**src/rtl/bcd_digit_entry_pkg.sv**
```systemverilog
// Shared definitions for the BCD digit-entry block: FSM state encoding,
// digit geometry and the BCD validity test.
package bcd_digit_entry_pkg;

  typedef enum logic [1:0] {
    ST_IDLE   = 2'd0,
    ST_ENTRY  = 2'd1,
    ST_COMMIT = 2'd2
  } state_t;

  localparam int         DIGIT_W = 4;
  localparam logic [3:0] BCD_MAX = 4'd9;

  function automatic logic is_bcd(input logic [DIGIT_W-1:0] v);
    return v <= BCD_MAX;
  endfunction

endpackage

```
**src/rtl/bcd_digit_entry_rise_detect.sv**
```systemverilog
// Registered rising-edge detector: pulse is high for the cycle in which
// 'in' is high after having been sampled low on the previous clock.
module rise_detect (
  input  logic clk,
  input  logic rst,
  input  logic in,
  output logic pulse
);

  logic in_q;
  logic in_d;

  assign in_d  = in;
  assign pulse = in & ~in_q;

  always_ff @(posedge clk or posedge rst) begin
    if (rst) in_q <= 1'b0;
    else     in_q <= in_d;
  end

endmodule

```
**src/rtl/bcd_digit_entry.sv**
```systemverilog
// Keypad-style BCD number entry: digits arrive ones-first on rising edges of
// 'enter', a full number commits into a two-deep history, cancel/timeout abort.
module bcd_digit_entry
  import bcd_digit_entry_pkg::*;
#(
  parameter  int NUM_DIGITS     = 3,
  parameter  int TIMEOUT_CYCLES = 0,
  localparam int IDX_W          = (NUM_DIGITS > 1) ? $clog2(NUM_DIGITS) : 1,
  localparam int NUM_W          = DIGIT_W * NUM_DIGITS
) (
  input  logic               clk,
  input  logic               rst,
  input  logic               enter,
  input  logic               cancel,
  input  logic [DIGIT_W-1:0] value,
  output logic [1:0]         state,
  output logic [IDX_W-1:0]   digit_idx,
  output logic [DIGIT_W-1:0] current_value,
  output logic [NUM_W-1:0]   temp_value,
  output logic [NUM_W-1:0]   temp_value_last,
  output logic [NUM_W-1:0]   temp_value_old,
  output logic               commit,
  output logic               error,
  output logic               abort
);

  localparam logic           TMO_EN    = (TIMEOUT_CYCLES > 0);
  localparam int             TMO_W     = (TIMEOUT_CYCLES > 0) ? $clog2(TIMEOUT_CYCLES + 1) : 1;
  localparam logic [TMO_W-1:0] TMO_LAST = TMO_W'((TIMEOUT_CYCLES > 0) ? TIMEOUT_CYCLES - 1 : 0);
  localparam logic [IDX_W-1:0] LAST_IDX = IDX_W'(NUM_DIGITS - 1);

  state_t               state_q, state_d;
  logic [IDX_W-1:0]     idx_q, idx_d;
  logic [DIGIT_W-1:0]   cur_q, cur_d;
  logic [NUM_W-1:0]     temp_q, temp_d;
  logic [NUM_W-1:0]     last_q, last_d;
  logic [NUM_W-1:0]     old_q, old_d;
  logic                 commit_q, commit_d;
  logic                 error_q, error_d;
  logic                 abort_q, abort_d;
  logic [TMO_W-1:0]     tmo_q, tmo_d;

  logic enter_rise;
  logic timeout_hit;

  rise_detect u_rise_detect (
    .clk   (clk),
    .rst   (rst),
    .in    (enter),
    .pulse (enter_rise)
  );

  // The idle cycle that would bring the counter up to TIMEOUT_CYCLES aborts.
  assign timeout_hit = TMO_EN && !enter_rise && (tmo_q == TMO_LAST);

  always_comb begin
    // NOTE: every variable gets a default first so no path leaves one unassigned (no latches).
    state_d  = state_q;
    idx_d    = idx_q;
    cur_d    = cur_q;
    temp_d   = temp_q;
    last_d   = last_q;
    old_d    = old_q;
    tmo_d    = tmo_q;
    commit_d = 1'b0;
    error_d  = 1'b0;
    abort_d  = 1'b0;

    unique case (state_q)
      ST_IDLE: begin
        if (enter_rise) begin
          state_d = ST_ENTRY;
          temp_d  = '0;
          idx_d   = '0;
          tmo_d   = '0;
        end
      end

      ST_ENTRY: begin
        if (cancel || timeout_hit) begin
          state_d = ST_IDLE;
          temp_d  = last_q;
          idx_d   = '0;
          tmo_d   = '0;
          abort_d = 1'b1;
        end else if (enter_rise) begin
          tmo_d = '0;
          if (is_bcd(value)) begin
            temp_d[idx_q*DIGIT_W +: DIGIT_W] = value;
            cur_d = value;
            if (idx_q == LAST_IDX) begin
              state_d = ST_COMMIT;
              idx_d   = '0;
            end else begin
              idx_d = idx_q + IDX_W'(1);
            end
          end else begin
            error_d = 1'b1;
          end
        end else if (TMO_EN) begin
          tmo_d = tmo_q + TMO_W'(1);
        end
      end

      ST_COMMIT: begin
        old_d    = last_q;
        last_d   = temp_q;
        commit_d = 1'b1;
        state_d  = ST_IDLE;
      end

      default: state_d = ST_IDLE;
    endcase
  end

  // NOTE: sequential state uses non-blocking assignments so all flops update together.
  always_ff @(posedge clk or posedge rst) begin
    if (rst) begin
      state_q  <= ST_IDLE;
      idx_q    <= '0;
      cur_q    <= '0;
      temp_q   <= '0;
      last_q   <= '0;
      old_q    <= '0;
      tmo_q    <= '0;
      commit_q <= 1'b0;
      error_q  <= 1'b0;
      abort_q  <= 1'b0;
    end else begin
      state_q  <= state_d;
      idx_q    <= idx_d;
      cur_q    <= cur_d;
      temp_q   <= temp_d;
      last_q   <= last_d;
      old_q    <= old_d;
      tmo_q    <= tmo_d;
      commit_q <= commit_d;
      error_q  <= error_d;
      abort_q  <= abort_d;
    end
  end

  assign state           = state_q;
  assign digit_idx       = idx_q;
  assign current_value   = cur_q;
  assign temp_value      = temp_q;
  assign temp_value_last = last_q;
  assign temp_value_old  = old_q;
  assign commit          = commit_q;
  assign error           = error_q;
  assign abort           = abort_q;

endmodule

```
**config.mk**
```make
export PLATFORM = sky130hd
export DESIGN_NAME = bcd_digit_entry
export DESIGN_NICKNAME = d
export VERILOG_FILES = /design/src/rtl/bcd_digit_entry_pkg.sv /design/src/rtl/bcd_digit_entry_rise_detect.sv /design/src/rtl/bcd_digit_entry.sv
export SDC_FILE = /design/constraint.sdc
export NUM_CORES = 1
export LEC_CHECK = 0
export BUFFER_PORTS_ARGS = -buffer_cell sky130_fd_sc_hd__buf_2
export CAP_MARGIN = 5
export CORE_ASPECT_RATIO = 1.5
export CORE_MARGIN = 3
export CORE_UTILIZATION = 35
export DETAILED_ROUTE_END_ITERATION = 7
export SYNTH_ARGS = -nofsm -noshare
export SYNTH_HDL_FRONTEND = slang
export SYNTH_HIERARCHICAL = 1
export SYNTH_SLANG_ARGS = --single-unit
```
**constraint.sdc**
```tcl
create_clock -name clk -period 2.6 [get_ports clk]
set_input_delay 0.39 -clock clk [delete_from_list [all_inputs] [get_ports clk]]
set_output_delay 0.39 -clock clk [all_outputs]
set_load 0.05 [all_outputs]
```
Word-level counts from Yosys, hierarchy flattened --
Index checks and enable logic that the tools add are counted.
Word-level totals: register bits after elaboration 48, output and inout bits 47
Cells by class: $add $sub $neg 2, magnitude comparators 1, equal/unequal tests 7, shift operators 2, multiplexer cells 25, bitwise gates (word level) 3, reduce and logical (&&, ||, !) cells 5
Operator list (number):
- 12-bit two-way mux | 4
- 4-bit negation with 34-bit output | 1
- 4-bit by 34-bit variable shift with 12-bit output, first input constant | 1
- 4-bit by 34-bit indexed part select with 12-bit output | 1
- 12-bit case mux with 2 select lines | 1
- 2-bit two-way mux | 10
- 12-bit bitwise mux | 1
- 4-bit AND reduction | 3
- 3-bit != test, second input constant | 3
- 2-bit case mux with 2 select lines | 2
- 1-bit two-way mux | 7
- 2-bit == test, second input constant | 2
- 4-bit less-or-equal comparator, second input constant | 1
- 2-bit by 1-bit adder with 2-bit output, second input constant | 1
- 2-bit by 1-bit == test with 1-bit output, second input constant | 1
- 2-bit zero test | 1
- 2-bit != test, second input constant | 1
- 1-bit NOT | 2
- 2-bit nonzero test | 1
- 1-bit bitwise AND | 1

Logic depth before layout (Yosys ltp) --
Gate-level depths: netlist of the first run.
depth after elaboration 7, depth in mapped cells 6

Modules after synthesis --
Netlist of the first run, hierarchy kept.
Modules (own cells, without submodules):
- bcd_digit_entry | instances 1, cells each 146, area each 2072.0 µm²
- rise_detect | instances 1, cells each 3, area each 42.5 µm²

Worst setup path after synthesis of the first run --
OpenSTA, ideal clock, no wires.
path type register to register, start point register idx_q[0] (netlist: digit_idx[0]), end point register temp_q[4] (netlist: temp_value[4]), library setup time 125 ps, arrival time 2119 ps, setup slack 356 ps, stages on the path, launching flop included 7, path buffers 0, period minus slack after synthesis 2244 ps, cells stage by stage dfrtp_1 inv_1 ha_1 nor2b_1 and4_1 a32o_1 mux2_2
On the way: longest elaborated chain between the ends 7
Ends and longest elaborated chain:
- start, declared | line bcd_digit_entry.sv:33 | logic [IDX_W-1:0] idx_q, idx_d;
- start signal, assigned | line bcd_digit_entry.sv:131 | idx_q <= idx_d;
- 4-bit negation with 34-bit output * | line bcd_digit_entry.sv:89 | temp_d[idx_q*DIGIT_W +: DIGIT_W] = value;
- 4-bit by 34-bit indexed part select with 12-bit output / 4-bit by 34-bit variable shift with 12-bit output (equally long branches) | line bcd_digit_entry.sv:89
- 12-bit bitwise mux * | line bcd_digit_entry.sv:89
- 12-bit two-way mux * | line bcd_digit_entry.sv:88 | if (is_bcd(value)) begin
- 12-bit two-way mux * | line bcd_digit_entry.sv:86 | end else if (enter_rise) begin
- 12-bit two-way mux * | line bcd_digit_entry.sv:80 | if (cancel || timeout_hit) begin
- 12-bit case mux with 2 select lines * | line bcd_digit_entry.sv:69 | unique case (state_q)
- end signal, assigned | line bcd_digit_entry.sv:133 | temp_q <= temp_d;
- end, declared | line bcd_digit_entry.sv:35 | logic [NUM_W-1:0] temp_q, temp_d;
Mark *: on every way between the ends. The rest lies on a longest branch, timed or not. The select of a mux whose other input is x is not followed. A chain may end at the register's enable or synchronous reset.

Final worst setup path of the first run --
Same ends and word-level chain as after synthesis.

==> qor.csv, run 1 <==
metric,value,unit
H-tree depth,2,
"critical path fanouts, max",7,
Clock Power Share,0.335,
die width,69.5,um
CTS Buf Count,5,
Initial DRC Count,47,
P per Cell Area,610,nW/um^2
fin util,0.441,
Reg-to-Reg End,temp_value[4],
Mean Syn Cell Area,14.2,sq um
"Min Clock Period, post-route",2.01,ns
Post-synth top flop,dfrtp_1,
top-count cell post-synth,dfrtp_1,
clk_lat worst skew,0.30,ns
final worst slack,0.593,ns
Vias,1418,
drt total wl,4510,um
gr usage total,0.133,
area grow syn2layout,21.6,%
Synth area leader,dfrtp_1,
min-delay worst type,input pin to flop,
Core Rows,34,
# resized after CTS,0,
Net Sw Frac,0.281,
Fill cells,555,
Worst Min Path Start,enter,
Final period util,0.772,
hold_ws,0.214,ns
placed insts,273,
WL met1,1800,um
placed instance area,2450,sq um
# DRC,0,
I/O Buffers,54,
CP endpoint kind,flop,
WL met3,204,um
"Distinct cells, synth",30,
Yosys top cell area share,0.568,
Peak VDD IR,219,uV
post-synth net total,162,
die area,7030,sq um
NetSw,0.441,mW
sequential share of the synthesized area,0.568,
worst-margin pin slew,0.470,ns
I/O pin count,55,
"Hold Violations, Final",0,
global-route wire length before repair,7160,um
HPWL Detailed,3360,um
Nets,222,
final setup vio count,0,
routed wire length per instance,16.0,um
share of layout cells above drive strength 1,0.538,
Final Power,1.57,mW
largest net degree at the start of global routing,29,
Required @ worst endpoint,2.79,ns
internal power,1.13,mW
status,"complete, no violations",
# diodes,0,
gp weighted congestion,0.772,
portion of total power attributed to combinational logic,0.158,
critical path class,flop to flop,
CTS tree,yes,
Routed Antenna Nets,0,
CTS max path bufs,2,
Die Ht,101,um
hold depth,1,
final clock skew,0.00687,ns
vias in the first global route,1423,
Post-Place Setup Slack,0.606,ns
met2 routed WL,2390,um
CTS Sinks,48,
top post-synthesis cells by area,"dfrtp_1 57%, mux2_2 20%, a22o_1 3.3%",
"flops & latches, synth",48,
max-cap viol count,0,
FMAX,498,MHz
Core Area,5830,sq um
# Post-CTS Setup Buffers,0,
unrepaired setup endpoints after global routing,false,
Netlist Area Pre-Place,2110,sq um
setup TNS,0,ns
reg2reg path depth,6,
Congestion Overflow GR,0,
"Slew Viols, Final",0,
"Clk pin slew, worst setup/hold paths",0.09,ns
yosys warns,6,
hold endpoint,u_rise_detect/in_q,
Worst R2R Start,digit_idx[0],
initial antenna violation count,0,
Final Cell Area,2570,sq um
Post-synth EDFFs,0,
P_leak,1.41,nW
Synth async-reset ratio,1.00,
Initial Utilization,0.363,
crit path DAT,2.20,ns
synthesized instance count,149,
Root Driver,clkbuf_8,
"top cells by count, synth","48 x dfrtp_1, 38 x mux2_2, 9 x nand2_1",
sequential power share,0.507,
top layer in use,met4,
relative slew slack,0.687,
non-filler instance count after layout,282,
DRT Pass-1 Iters,4,
post-DR vias/cell,5.03,
R2R setup slack,0.59,ns
CP startpoint kind,flop,
-- timing repair --
action                                  4_1_cts  5_1_grt
endpoints found under the hold margin         1        0
endpoints found under the setup margin        0        0
hold buffers                                  1        0
-- logic make-up after synthesis --
logic type                 share of synthesized area
DFF                                            0.568
muxes                                          0.202
and+or+nand+nor                               0.0828
AOI/OAI and AO/OA                             0.0894
buffers and inverters                         0.0278
adders and majority gates                     0.0296
-- worst max path at each step --
| stage | startpoint | to | slack [ns] | depth (start not counted) |
|---|---|---|---|---|
| 2_1_floorplan | digit_idx[0] | temp_value[4] | 0.36 | 6 |
| 3_3_place_gp | digit_idx[0] | temp_value[11] | 0.68 | 6 |
| 5_1_grt | digit_idx[0] | temp_value[4] | 0.52 | 6 |
| 4_1_cts | digit_idx[0] | temp_value[4] | 0.59 | 6 |
| 6_report | digit_idx[0] | temp_value[4] | 0.59 | 6 |
| 3_5_place_dp | digit_idx[0] | temp_value[4] | 0.61 | 6 |
-- power groups by stage --
stage	logic, mW	registers, mW	clock network, mW
floorplan	0.0875	0.908	0
global placement	0.246	0.812	0
detailed placement	0.249	0.812	0
CTS	0.252	0.797	0.547
global route	0.265	0.799	0.573
finish	0.247	0.796	0.526
-- area by class of cell --
type                    instances  area, sq um  area share
clock buffers                   6         72.6      0.0282
clock inverters                 2         35.0      0.0136
inverters                       6         22.5     0.00876
multi-input cells              91          855       0.332
flip-flops and latches         48         1200       0.467
well taps                      72         90.1      0.0350
repair buffers                 57          295       0.115
-- flip-flops by register name, indices dropped and copies added, names as in the netlist --
register	count
abort	1
temp_value_last	12
commit	1
u_rise_detect/in_q	1
temp_value_old	12
current_value	4
error	1
digit_idx	2
temp_value	12
state	2
-- metal layers --
metal,up-vias,GRT usage
met4,0,0.0602
li1,657,-
met3,9,0.0357
met1,711,0.148
met2,41,0.236
met5,-,0
-- cells in the final DEF (no fill, tap or decap), drive strengths merged --
cell,instances
nand2b,1
and2b,1
bufinv,1
dlygate4sd3,1
buf,56
a21oi,4
nor2,3
nor3b,1
nand3,2
and4,2
a22o,12
a31oi,1
dfrtp,48
ha,5
clkinv,1
nand2,9
nor2b,3
nor4b,1
mux2,38
clkbuf,6
o22a,1
o21ai,1
a21boi,1
a32o,2
inv,6
a21o,1
and3,2
-- critical path, cell delays in order, from the launching register on --
cell and delay (ns):
dfrtp_1 0.49, inv_1 0.14, ha_1 0.36, nor2b_1 0.15, and4_1 0.24, a32o_1 0.26
mux2_2 0.25
Note: power is estimated with default switching activity, not from simulation.
==> run 2: changes to the inputs <==
--- a/config.mk
+++ b/config.mk
@@ -5,6 +5,7 @@
 export SDC_FILE = /design/constraint.sdc
 export NUM_CORES = 1
 export LEC_CHECK = 0
+export ABC_AREA = 1
 export BUFFER_PORTS_ARGS = -buffer_cell sky130_fd_sc_hd__buf_2
 export CAP_MARGIN = 5
 export CORE_ASPECT_RATIO = 1.5
==> constraint.sdc (replaced) <==
create_clock -name clk -period 2 [get_ports clk]
set_input_delay 0.3 -clock clk [delete_from_list [all_inputs] [get_ports clk]]
set_output_delay 0.3 -clock clk [all_outputs]
set_load 0.05 [all_outputs]
==> run 2 against run 1 <==
Final area rose by 5.3%. Setup slack got worse by 0.32 ns. Largest cell class unchanged. Die area rose by 4.1%. Cell count rose by 44%. Via count rose by 31%. Hold slack got worse by 0.098 ns. Routed wire length rose by 15%. Maximum frequency rose by 16%. Clock skew rose by 0.0015 ns. Critical path type unchanged. Count of clock-buffer cells in the layout fell by 1. Highest routed layer unchanged. Utilization rose by 1.3 points. Critical path depth rose by 1.
==> qor.csv, run 2 <==
metric,value,unit,change
"Distinct cells, synth",17,,-43%
drt total wl,5190,um,+15%
P per Cell Area,1070,nW/um^2,+75%
DRT Pass-1 Iters,4,,unchanged
Core Rows,34,,unchanged
Worst Min Path Start,enter,,
vias in the first global route,1826,,+28%
initial antenna violation count,0,,unchanged
Initial DRC Count,75,,+60%
routed wire length per instance,12.7,um,-20%
Post-synth EDFFs,0,,unchanged
crit path from,digit_idx[0],,
CP Cell Sequence,inv_1 > ha_1 > nor2_1 > nand3_1 > nand2_1 > nand3_1 > nand2_1,,
Initial Utilization,0.371,,+0.00777
final clock skew,0.00841,ns,+0.00154 ns
Nets,348,,+57%
Worst R2R Start,digit_idx[0],,
setup TNS,0,ns,unchanged
Die Ht,103,um,+2.0%
min-delay worst type,input pin to flop,,
critical path's slowest cell,dfrtp_1,,
CP startpoint kind,flop,,
HPWL Detailed,3840,um,+14%
Root Driver,clkbuf_8,,
final setup vio count,0,,unchanged
"Clk pin slew, worst setup/hold paths",0.09,ns,about the same
"commonest non-fill, non-tap cell in the layout",nand2_1,,
die width,70.8,um,+2.0%
CTS Buf Count,5,,unchanged
I/O Buffers,54,,unchanged
"Min Clock Period, post-route",1.72,ns,-0.283 ns
crit path DAT,1.97,ns,-0.23 ns
CTS Sinks,48,,unchanged
CTS tree,yes,,
global-route wire length before repair,8780,um,+23%
Final period util,0.862,,+0.0902
Post-synth top flop,dfrtp_1,,
yosys warns,6,,unchanged
worst-margin pin slew,0.464,ns,-0.00648 ns
Congestion Overflow GR,0,,unchanged
Fill cells,630,,+14%
Netlist Area Pre-Place,2210,sq um,+4.4%
Synth area leader,dfrtp_1,,
Mean Syn Cell Area,8.00,sq um,-44%
"Slew Viols, Final",0,,unchanged
P_leak,1.58,nW,+12%
# resized after CTS,0,,unchanged
relative slew slack,0.688,,+0.00105
H-tree depth,2,,unchanged
Worst path max stage delay,0.51,ns,+0.02 ns
share of layout cells above drive strength 1,0.215,,-0.323
# diodes,0,,unchanged
top post-synthesis cells by area,"dfrtp_1 54%, nand2_1 21%, nand3_1 5.4%",,
status,"complete, no violations",,
FMAX,580,MHz,+16%
CP endpoint kind,flop,,
Peak VDD IR,562,uV,+160%
Final Cell Area,2710,sq um,+5.3%
largest net degree at the start of global routing,48,,+66%
post-DR vias/cell,4.56,,-9.4%
"critical path fanouts, max",9,,+2
Vias,1854,,+31%
CTS max path bufs,2,,unchanged
placed instance area,2570,sq um,+4.7%
area grow syn2layout,22.7,%,
clk_lat worst skew,0.29,ns,about the same
top-count cell post-synth,nand2_1,,
Core Area,5960,sq um,+2.2%
"flops & latches, synth",48,,unchanged
unrepaired setup endpoints after global routing,false,,
max-cap viol count,0,,unchanged
Routed Antenna Nets,0,,unchanged
"Hold Violations, Final",0,,unchanged
Required @ worst endpoint,2.24,ns,-0.55 ns
"top cells by count, synth","124 x nand2_1, 48 x dfrtp_1, 24 x inv_1, 24 x nand3_1, 18 x nor2_1",,
most frequent cells in the layout,"124 x nand2_1, 54 x buf_2, 48 x dfrtp_1",,
gp weighted congestion,0.797,,+3.3%
sequential share of the synthesized area,0.544,,-0.0238
die area,7310,sq um,+4.1%
critical path class,flop to flop,,
Yosys top cell area share,0.544,,-0.0238
gr usage total,0.153,,+0.0207
I/O pin count,55,,unchanged
synthesized instance count,276,,+85%
post-synth net total,289,,+78%
Synth async-reset ratio,1.00,,unchanged
# DRC,0,,unchanged
==> run 2: cell types whose count changed after synthesis, moves of 4 or more <==
cell / previous run / this run
nor2_1: 2 / 18
a22o_2: 4 / 0
inv_1: 5 / 24
nand2_1: 9 / 124
nand3_1: 2 / 24
clkbuf_1: 0 / 4
a21oi_1: 4 / 0
mux2_2: 38 / 0
o21ai_0: 0 / 17
a22o_1: 8 / 0
==> run 2: path summary, 6_finish.rpt <==
kind	to	cells past startpoint	slack [ns]
min in group asynchronous	u_rise_detect/in_q	3	0.39
max	temp_value[2]	7	0.28
max reg2reg	temp_value[2]	7	0.28
min	u_rise_detect/in_q	1	0.12
min reg2reg	temp_value_old[9]	2	0.47
max in group asynchronous	temp_value[11]	4	1.19
==> run 2: stage by stage <==
step	util	total power, mW	setup slack, ns	instances	hold slack, ns
finish	0.455	2.90	0.276	407	0.116
detailed placement	0.431	2.12	0.276	399	0.155
CTS	0.455	2.93	0.249	407	0.110
global placement	0.431	2.11	0.310	399	0.153
global route	0.455	3.06	0.0524	407	0.119
floorplan	-	1.90	0.195	276	0.0287
==> run 2: final cells by class <==
| type | instances | area, sq um | area share |
|---|---|---|---|
| Clock buffer | 5 | 68.8 | 0.0254 |
| Multi-Input combinational cell | 197 | 875 | 0.323 |
| Timing Repair Buffer | 59 | 323 | 0.119 |
| Tap cell | 72 | 90.1 | 0.0333 |
| Inverter | 24 | 90.1 | 0.0333 |
| Sequential cell | 48 | 1200 | 0.444 |
| Clock inverter | 2 | 60.1 | 0.0222 |
==> run 2: cell families (layout without fill, tap and decap cells) <==
kind of cell,Yosys count,in the layout,share of synthesized area
adders and majority gates,5,5,0.0283
buffers and inverters,31,90,0.0595
DFF,48,48,0.544
AOI/OAI and AO/OA,20,20,0.0527
and+or+nand+nor,172,172,0.315
==> run 2: timing repair <==
item | in CTS | in global routing
hold buffers | 1 | 0
setup buffers | 0 | 0
endpoints found under the hold margin | 1 | 0
==> run 2: report_power, final <==
part	total [mW]	switching, mW	internal, mW
sequential	1.14	0.0801	1.06
combinational	0.955	0.744	0.211
clock	0.804	0.312	0.492
total	2.90	1.14	1.76
==> run 2: per-layer routing <==
layer	GRT usage	wire, um	vias to the layer above
li1	-	-	971
met1	0.189	2260	836
met2	0.261	2570	37
met3	0.0280	208	10
met4	0.0709	153	0
met5	0	0	-
==> run 2: worst max-delay path, delay by kind of cell (launching register included) <==
family	cells	cell delay [ns]
simple gates	5	0.64
flops	1	0.51
fa+ha+maj	1	0.35
buf+inv	1	0.16
